File: src/rtl/gray_decoder_monitor_pkg.sv
// Shared types and helpers for the Gray-code receive monitor.
// The optional error counter is enabled by defining GRAY_DEC_ERRCNT_EN.
package gray_decoder_monitor_pkg;

  typedef enum logic [0:0] {
    UNLOCKED = 1'b0,
    LOCKED   = 1'b1
  } mon_state_e;

  localparam int unsigned DEF_WIDTH     = 32'd4;
  localparam int unsigned DEF_ERR_CNT_W = 32'd8;

  // Zero-extended Gray words decode identically, so one 32-bit helper serves any width.
  function automatic logic [31:0] gray2bin(input logic [31:0] g);
    logic [31:0] b;
    b[31] = g[31];
    for (int i = 30; i >= 0; i--) begin
      b[i] = b[i+1] ^ g[i];
    end
    return b;
  endfunction

endpackage

File: src/rtl/gray_decoder_monitor_gray2bin_comb.sv
// Purely combinational WIDTH-bit Gray-to-binary decoder, MSB downward.
module gray2bin_comb
  import gray_decoder_monitor_pkg::*;
#(
  parameter int unsigned WIDTH = DEF_WIDTH
) (
  input  logic [WIDTH-1:0] gray_i,
  output logic [WIDTH-1:0] bin_o
);

  always_comb begin
    logic [WIDTH-1:0] acc;
    acc            = '0;
    acc[WIDTH-1]   = gray_i[WIDTH-1];
    for (int i = int'(WIDTH) - 2; i >= 0; i--) begin
      acc[i] = acc[i+1] ^ gray_i[i];
    end
    bin_o = acc;
  end

endmodule

File: src/rtl/gray_decoder_monitor.sv
// Two-stage Gray decoder with a repeat/+1 sequence monitor.
// Define GRAY_DEC_ERRCNT_EN to build the saturating err_count register.
module gray_decoder_monitor
  import gray_decoder_monitor_pkg::*;
#(
  parameter int unsigned WIDTH     = DEF_WIDTH,
  parameter int unsigned ERR_CNT_W = DEF_ERR_CNT_W
) (
  input  logic                 clk,
  input  logic                 reset,
  input  logic [WIDTH-1:0]     gray_in,
  input  logic                 in_valid,
  output logic [WIDTH-1:0]     bin_out,
  output logic                 out_valid,
  output logic                 step_err,
  output logic                 locked,
  output logic [ERR_CNT_W-1:0] err_count
);

  logic [WIDTH-1:0] g_q;
  logic             v_q;
  logic [WIDTH-1:0] dec_s;
  logic [WIDTH-1:0] succ_s;
  logic [WIDTH-1:0] bin_q, bin_d;
  logic [WIDTH-1:0] prev_q, prev_d;
  logic             out_valid_q, out_valid_d;
  logic             step_err_q, step_err_d;
  logic             locked_q, locked_d;
  mon_state_e       state_q, state_d;

  always_ff @(posedge clk) begin
    if (reset) begin
      g_q <= '0;
      v_q <= 1'b0;
    end else begin
      v_q <= in_valid;
      if (in_valid) begin
        g_q <= gray_in;
      end
    end
  end

  gray2bin_comb #(.WIDTH(WIDTH)) u_dec (
    .gray_i (g_q),
    .bin_o  (dec_s)
  );

  // Adding one in WIDTH bits makes all-ones -> zero a legal step.
  assign succ_s = prev_q + {{(WIDTH-1){1'b0}}, 1'b1};

  always_comb begin
    bin_d       = bin_q;
    prev_d      = prev_q;
    out_valid_d = 1'b0;
    step_err_d  = 1'b0;
    locked_d    = locked_q;
    state_d     = state_q;
    if (v_q) begin
      bin_d       = dec_s;
      prev_d      = dec_s;
      out_valid_d = 1'b1;
      case (state_q)
        UNLOCKED: begin
          locked_d = 1'b1;
          state_d  = LOCKED;
        end
        LOCKED: begin
          if ((dec_s != prev_q) && (dec_s != succ_s)) begin
            step_err_d = 1'b1;
          end else begin
            step_err_d = 1'b0;
          end
        end
        default: begin
          locked_d = 1'b0;
          state_d  = UNLOCKED;
        end
      endcase
    end else begin
      out_valid_d = 1'b0;
    end
  end

  always_ff @(posedge clk) begin
    if (reset) begin
      bin_q       <= '0;
      prev_q      <= '0;
      out_valid_q <= 1'b0;
      step_err_q  <= 1'b0;
      locked_q    <= 1'b0;
      state_q     <= UNLOCKED;
    end else begin
      bin_q       <= bin_d;
      prev_q      <= prev_d;
      out_valid_q <= out_valid_d;
      step_err_q  <= step_err_d;
      locked_q    <= locked_d;
      state_q     <= state_d;
    end
  end

  assign bin_out   = bin_q;
  assign out_valid = out_valid_q;
  assign step_err  = step_err_q;
  assign locked    = locked_q;

`ifdef GRAY_DEC_ERRCNT_EN
  logic [ERR_CNT_W-1:0] cnt_q, cnt_d;

  // Counts alongside the step_err register so both update in the same cycle.
  always_comb begin
    cnt_d = cnt_q;
    if (step_err_d && (cnt_q != {ERR_CNT_W{1'b1}})) begin
      cnt_d = cnt_q + {{(ERR_CNT_W-1){1'b0}}, 1'b1};
    end else begin
      cnt_d = cnt_q;
    end
  end

  always_ff @(posedge clk) begin
    if (reset) begin
      cnt_q <= '0;
    end else begin
      cnt_q <= cnt_d;
    end
  end

  assign err_count = cnt_q;
`else
  assign err_count = '0;
`endif

endmodule
File: config.mk
export PLATFORM = sky130hd
export DESIGN_NAME = gray_decoder_monitor
export DESIGN_NICKNAME = d
export VERILOG_FILES = /design/src/rtl/gray_decoder_monitor_pkg.sv /design/src/rtl/gray_decoder_monitor_gray2bin_comb.sv /design/src/rtl/gray_decoder_monitor.sv
export SDC_FILE = /design/constraint.sdc
export NUM_CORES = 1
export LEC_CHECK = 0
export CAP_MARGIN = 10
export CORE_UTILIZATION = 42
export CTS_BUF_LIST = sky130_fd_sc_hd__clkbuf_8
export DETAILED_ROUTE_END_ITERATION = 12
export PLACE_DENSITY = 0.74
export SYNTH_ARGS = -nofsm -noshare
export SYNTH_HDL_FRONTEND = slang
export SYNTH_SLANG_ARGS = --single-unit
File: constraint.sdc
create_clock -name clk -period 1.31 [get_ports clk]
set_input_delay 0.262 -clock clk [delete_from_list [all_inputs] [get_ports clk]]
set_output_delay 0.262 -clock clk [all_outputs]
set_load 0.005 [all_outputs]
After elaboration in Yosys (flattened, before gate mapping)
Cells that the tools add are included.
{"block": "totals", "ff_bits": 13, "inputBits": 7, "output_inout_bits": 15, "elab_cells": 20}
{"block": "classes", "addsub": 1, "eq_ne": 2, "muxes": 2, "bitwise": 5, "reduce_logical": 3}
{"operator": "inequality test 4 bit", "count": 2}
{"operator": "adder 4 x 1 -> 4 bit (second input constant)", "count": 1}
{"operator": "OR reduction 3 bit", "count": 1}
{"operator": "bitwise XOR 1 bit", "count": 3}
{"operator": "2-to-1 mux 1 bit", "count": 2}
{"operator": "NOT 1 bit", "count": 2}
{"operator": "AND reduction 2 bit", "count": 1}
{"operator": "logical AND 1 bit", "count": 1}

Longest topological paths before layout
{"block": "logic_depth", "depth_word": 6, "ltp_mapped": 5, "mapped_depth_nobuf": 5}

Cells and area by module
From an unflattened synthesis, not the netlist that was laid out.
{"block": "hier_totals", "cells_unflattened": 65, "area_unflattened_um2": 634.4}
{"mod": "gray_decoder_monitor", "instances": 1, "cells_each": 60, "area_each_um2": 584.3, "seq_area_each_um2": 260.2}
{"mod": "gray2bin_comb", "instances": 1, "cells_each": 5, "area_each_um2": 50.0, "seq_area_each_um2": 0.0}

Worst setup path before layout
OpenSTA, ideal clock, no wires.
{"block": "synth_path", "kind": "flip-flop to flip-flop", "from": "register prev_q[1]", "to": "register step_err_q, in the netlist step_err", "setup_time_ps": 122, "t_arrival_ps": 1311, "required_time_ps": 1188, "setup_slack_ps": -123, "path_stages_with_launch": 6, "path_buffers": 0, "synth_period_minus_slack_ps": 1433, "cell_sequence": "dfxtp_1 > ha_1 > xnor2_1 > or3_1 > a211oi_2 > a211oi_1"}
{"block": "synth_between", "elab_chain_len": 4, "word_cells_on_any_way": 5, "classes_between": "1 x add/sub; 2 x eq/ne; 1 x mux; 1 x reduce/logical"}
{"element": "start, declared", "line": "gray_decoder_monitor.sv:25", "text": "logic [WIDTH-1:0] prev_q, prev_d;"}
{"element": "start signal, assigned", "line": "gray_decoder_monitor.sv:94", "text": "prev_q <= prev_d;"}
{"element": "adder 4 x 1 -> 4 bit", "line": "gray_decoder_monitor.sv:49", "text": "assign succ_s = prev_q + {{(WIDTH-1){1'b0}}, 1'b1};"}
{"element": "inequality test 4 bit", "line": "gray_decoder_monitor.sv:68", "text": "if ((dec_s != prev_q) && (dec_s != succ_s)) begin"}
{"element": "logical AND 1 bit (*)", "line": "gray_decoder_monitor.sv:68"}
{"element": "2-to-1 mux 1 bit (*)", "line": "gray_decoder_monitor.sv:68"}
{"element": "end signal, assigned", "line": "gray_decoder_monitor.sv:96", "text": "step_err_q <= step_err_d;"}
{"element": "end, declared", "line": "gray_decoder_monitor.sv:27", "text": "logic step_err_q, step_err_d;"}
Every way passes the cells marked *; elsewhere a longest branch is shown, timed or not.
A chain may end at the register's enable or synchronous reset.

Worst setup path in the final report
Ends and elaborated chain as after synthesis.

==> results.py <==
metrics = {
    "cells_and_area": {
        "fillCellCount": 125,
        "antennaDiodeCount": 0,
        "area_growth_pct": 35.85,
        "design_area_um2": 967.2,
        "final_common_cell": "nor2_1",
        "drive_gt1_share_pct": 25.51,
        "final_cell_count_no_fill": 114,
        "final_cell_mix": "12 x nor2_1, 11 x buf_4, 9 x mux2i_1, 9 x dfxtp_1, 8 x conb_1",
        "final_nets": 107,
    },
    "detailed_routing": {
        "drtPass1Iterations": 2,
        "ant_nets": 0,
        "via_count": 529,
        "remaining_drc_errors": 0,
        "vias_per_cell": 4.640,
        "wl_um": 1155,
        "detail_route.wl_per_cell_um": 10.13,
        "drt_iter0_drc": 1,
    },
    "place": {
        "gp_congestion": 0.6934,
        "dp.cells": 110,
        "dpl-instance-area_um2": 912.1,
        "dp_slack_ps": -79.12,
        "hpwlAfterDp_um": 909.5,
        "io_buffers": 13,
    },
    "clock_tree": {
        "cts_max_level": 1,
        "cts_tree": "done",
        "cts_sinks": 13,
        "root_buffer": "clkbuf_8",
        "clk_pin_slew_ps": 60,
        "ctsHoldBuffers": 0,
        "insertion_delay_ps": 240,
        "cts_buffers": 3,
        "cts_buffer_depth": 2,
    },
    "floorplan": {
        "io_pins": 22,
        "die_w_um": 43.17,
        "core_um2": 1541,
        "initial_core_util_pct": 46.19,
        "die_h_um": 43.17,
        "dieArea_um2": 1864,
        "rows": 14,
    },
    "synth": {
        "yosysSeqAreaShare_pct": 36.56,
        "synth_top_area_cell": "dfxtp_1",
        "synth.area.top_cells": "dfxtp_1 37%, mux2i_1 13%, buf_4 9.5%",
        "syn_inst": 76,
        "synth_top_area_share_pct": 36.56,
        "synth_top_family_by_area": "XOR/XNOR gates",
        "synthesis.area_um2": 711.9,
        "synth-seq-cells": 13,
        "yosys.area_share.simple_pct": 14.76,
        "synth-compound-area-share_pct": 5.800,
        "synth_mux_area_share_pct": 12.65,
        "syn_avg_cell_area_um2": 9.368,
        "synth_xor_area_share_pct": 15.64,
        "synthAdderAreaFrac_pct": 1.757,
        "yosysWarningCount": 0,
        "ys_types": 23,
    },
    "global_route": {
        "grt_max_degree": 12,
        "grt_usage_pct": 15.36,
        "overflow": 0,
        "antenna_found_initial": 0,
        "grt_pass1_wl_um": 2104,
        "grt_pass1_vias": 532,
    },
    "sta": {
        "slew_viol_final": 0,
        "setup_violations": 2,
        "fmax_mhz": 716.5,
        "hold_violations": 0,
        "setup_tns_ps": -150.1,
        "min_period_over_period_pct": 106.5,
        "grt_setup_unrepaired": "yes",
        "fin_skew_ps": 4.524,
        "fin_ws_ps": -85.77,
        "period_needed_ps": 1396,
    },
    "setup_path": {
        "rrSetupSlack_ps": -90,
        "start_kind": "register",
        "rr_startpoint": "prev_q[1]",
        "timing.rr.end": "step_err",
        "critPathRequiredTime_ps": 1430,
        "endpoint_kind": "register",
        "crit_type": "reg -> reg",
        "critPathLaunch": "prev_q[1]",
        "path_max_fanout": 2,
        "cp.arrival_ps": 1520,
        "endpoint": "step_err",
        "r2r_cells": 5,
    },
    "power": {
        "ir_drop_uv": 664.7,
        "finalPower_mw": 1.029,
        "power.density_nw_per_um2": 1064,
        "leakagePower_nw": 0.4718,
    },
    "run_status": {
        "outcome": "finished, violations left",
        "violations": "negative setup slack",
    },
    "min_path": {
        "hold_class": "reg -> reg",
    },
    "run": {
        "max_cap_violations": 0,
    },
}
[worst min-delay path by stage]
stage                     startpoint        to  slack, ps  cells after the start
after floorplan                reset       v_q        330                      1
after global placement        locked    locked        450                      2
after detailed placement     state_q  step_err        460                      2
after CTS                    state_q  step_err        460                      2
after global routing         state_q  step_err        490                      2
final                        state_q  step_err        450                      2
[flip-flops by register name, summed over array words and instances (netlist names)]
| signal | count |
|---|---|
| v_q | 1 |
| state_q | 1 |
| out_valid | 1 |
| step_err | 1 |
| prev_q | 4 |
| g_q | 4 |
| locked | 1 |
[layout make-up]
class | count | area (µm²) | area share [%]
tap | 16 | 20.02 | 2.070
clock buffer | 3 | 41.29 | 4.269
sequential | 13 | 267.8 | 27.68
inverter | 1 | 3.754 | 0.3881
multi-input combinational | 56 | 417.9 | 43.21
clock inverter | 1 | 3.754 | 0.3881
timing repair buffer | 24 | 212.7 | 21.99
[logic make-up (layout without fill, tap and decap cells)]
logic type	count (synthesis)	after routing
fa+ha+maj	1	1
simple gates	23	23
compound gates	5	5
xor+xnor	10	10
flops	13	13
mux	9	9
other cells	1	8
buf+inv	14	29
[repair_timing]
| action | CTS | global route |
|---|---|---|
| hold endpoints to repair | 0 | 0 |
| resized for setup | 6 | 3 |
| gates cloned | 0 | 0 |
| endpoints found under the setup margin | 6 | 4 |
| setup buffers | 0 | 0 |
[synthesized netlist by cell type]
| cell | number |
|---|---|
| dfxtp_1 | 13 |
| buf_2 | 1 |
| ha_1 | 1 |
| xor3_2 | 1 |
| o2bb2ai_1 | 1 |
| mux2i_1 | 9 |
| xnor2_1 | 5 |
| a211oi_2 | 1 |
| nor2b_1 | 3 |
| a211oi_1 | 2 |
| xor2_1 | 3 |
| inv_1 | 1 |
| or3_1 | 1 |
| xnor2_2 | 1 |
| conb_1 | 1 |
| nand3_1 | 2 |
| nor2_1 | 12 |
| clkbuf_1 | 3 |
| nand2_1 | 3 |
| a21oi_1 | 1 |
| and2b_1 | 1 |
| or2_2 | 1 |
| buf_4 | 9 |
[metrics by stage]
| stage | hold WS, ps | util [%] |
|---|---|---|
| finish | 454.4 | 62.74 |
| floorplan | 333.6 | - |
| global placement | 453.0 | 59.17 |
| global route | 489.2 | 62.74 |
| CTS | 463.0 | 61.93 |
| detailed placement | 455.2 | 59.17 |
[layer usage]
layer / vias to the layer above / track usage (%) / share of wire, % / routed length, µm
met2: 13 / 26.87 / 49 / 561
li1: 272 / - / - / -
met4: 0 / 9.091 / 1.6 / 18
met1: 242 / 17.06 / 46 / 537
met5: - / 0 / 0 / 0
met3: 2 / 2.553 / 3.2 / 37
[report_power, final]
part           internal [mW]  total (mW)  leakage (nW)  switching (mW)
sequential             0.419       0.438         0.109          0.0194
combinational          0.143       0.242         0.336          0.0984
clock                  0.207       0.349        0.0269           0.142
[critical path, stage by stage (launching register included)]
cell and delay (ps):
dfxtp_4 350, ha_4 240, xnor2_2 130, or3_1 320
a211oi_2 180, a211oi_1 60
Power figures use the tool's default switching activity.
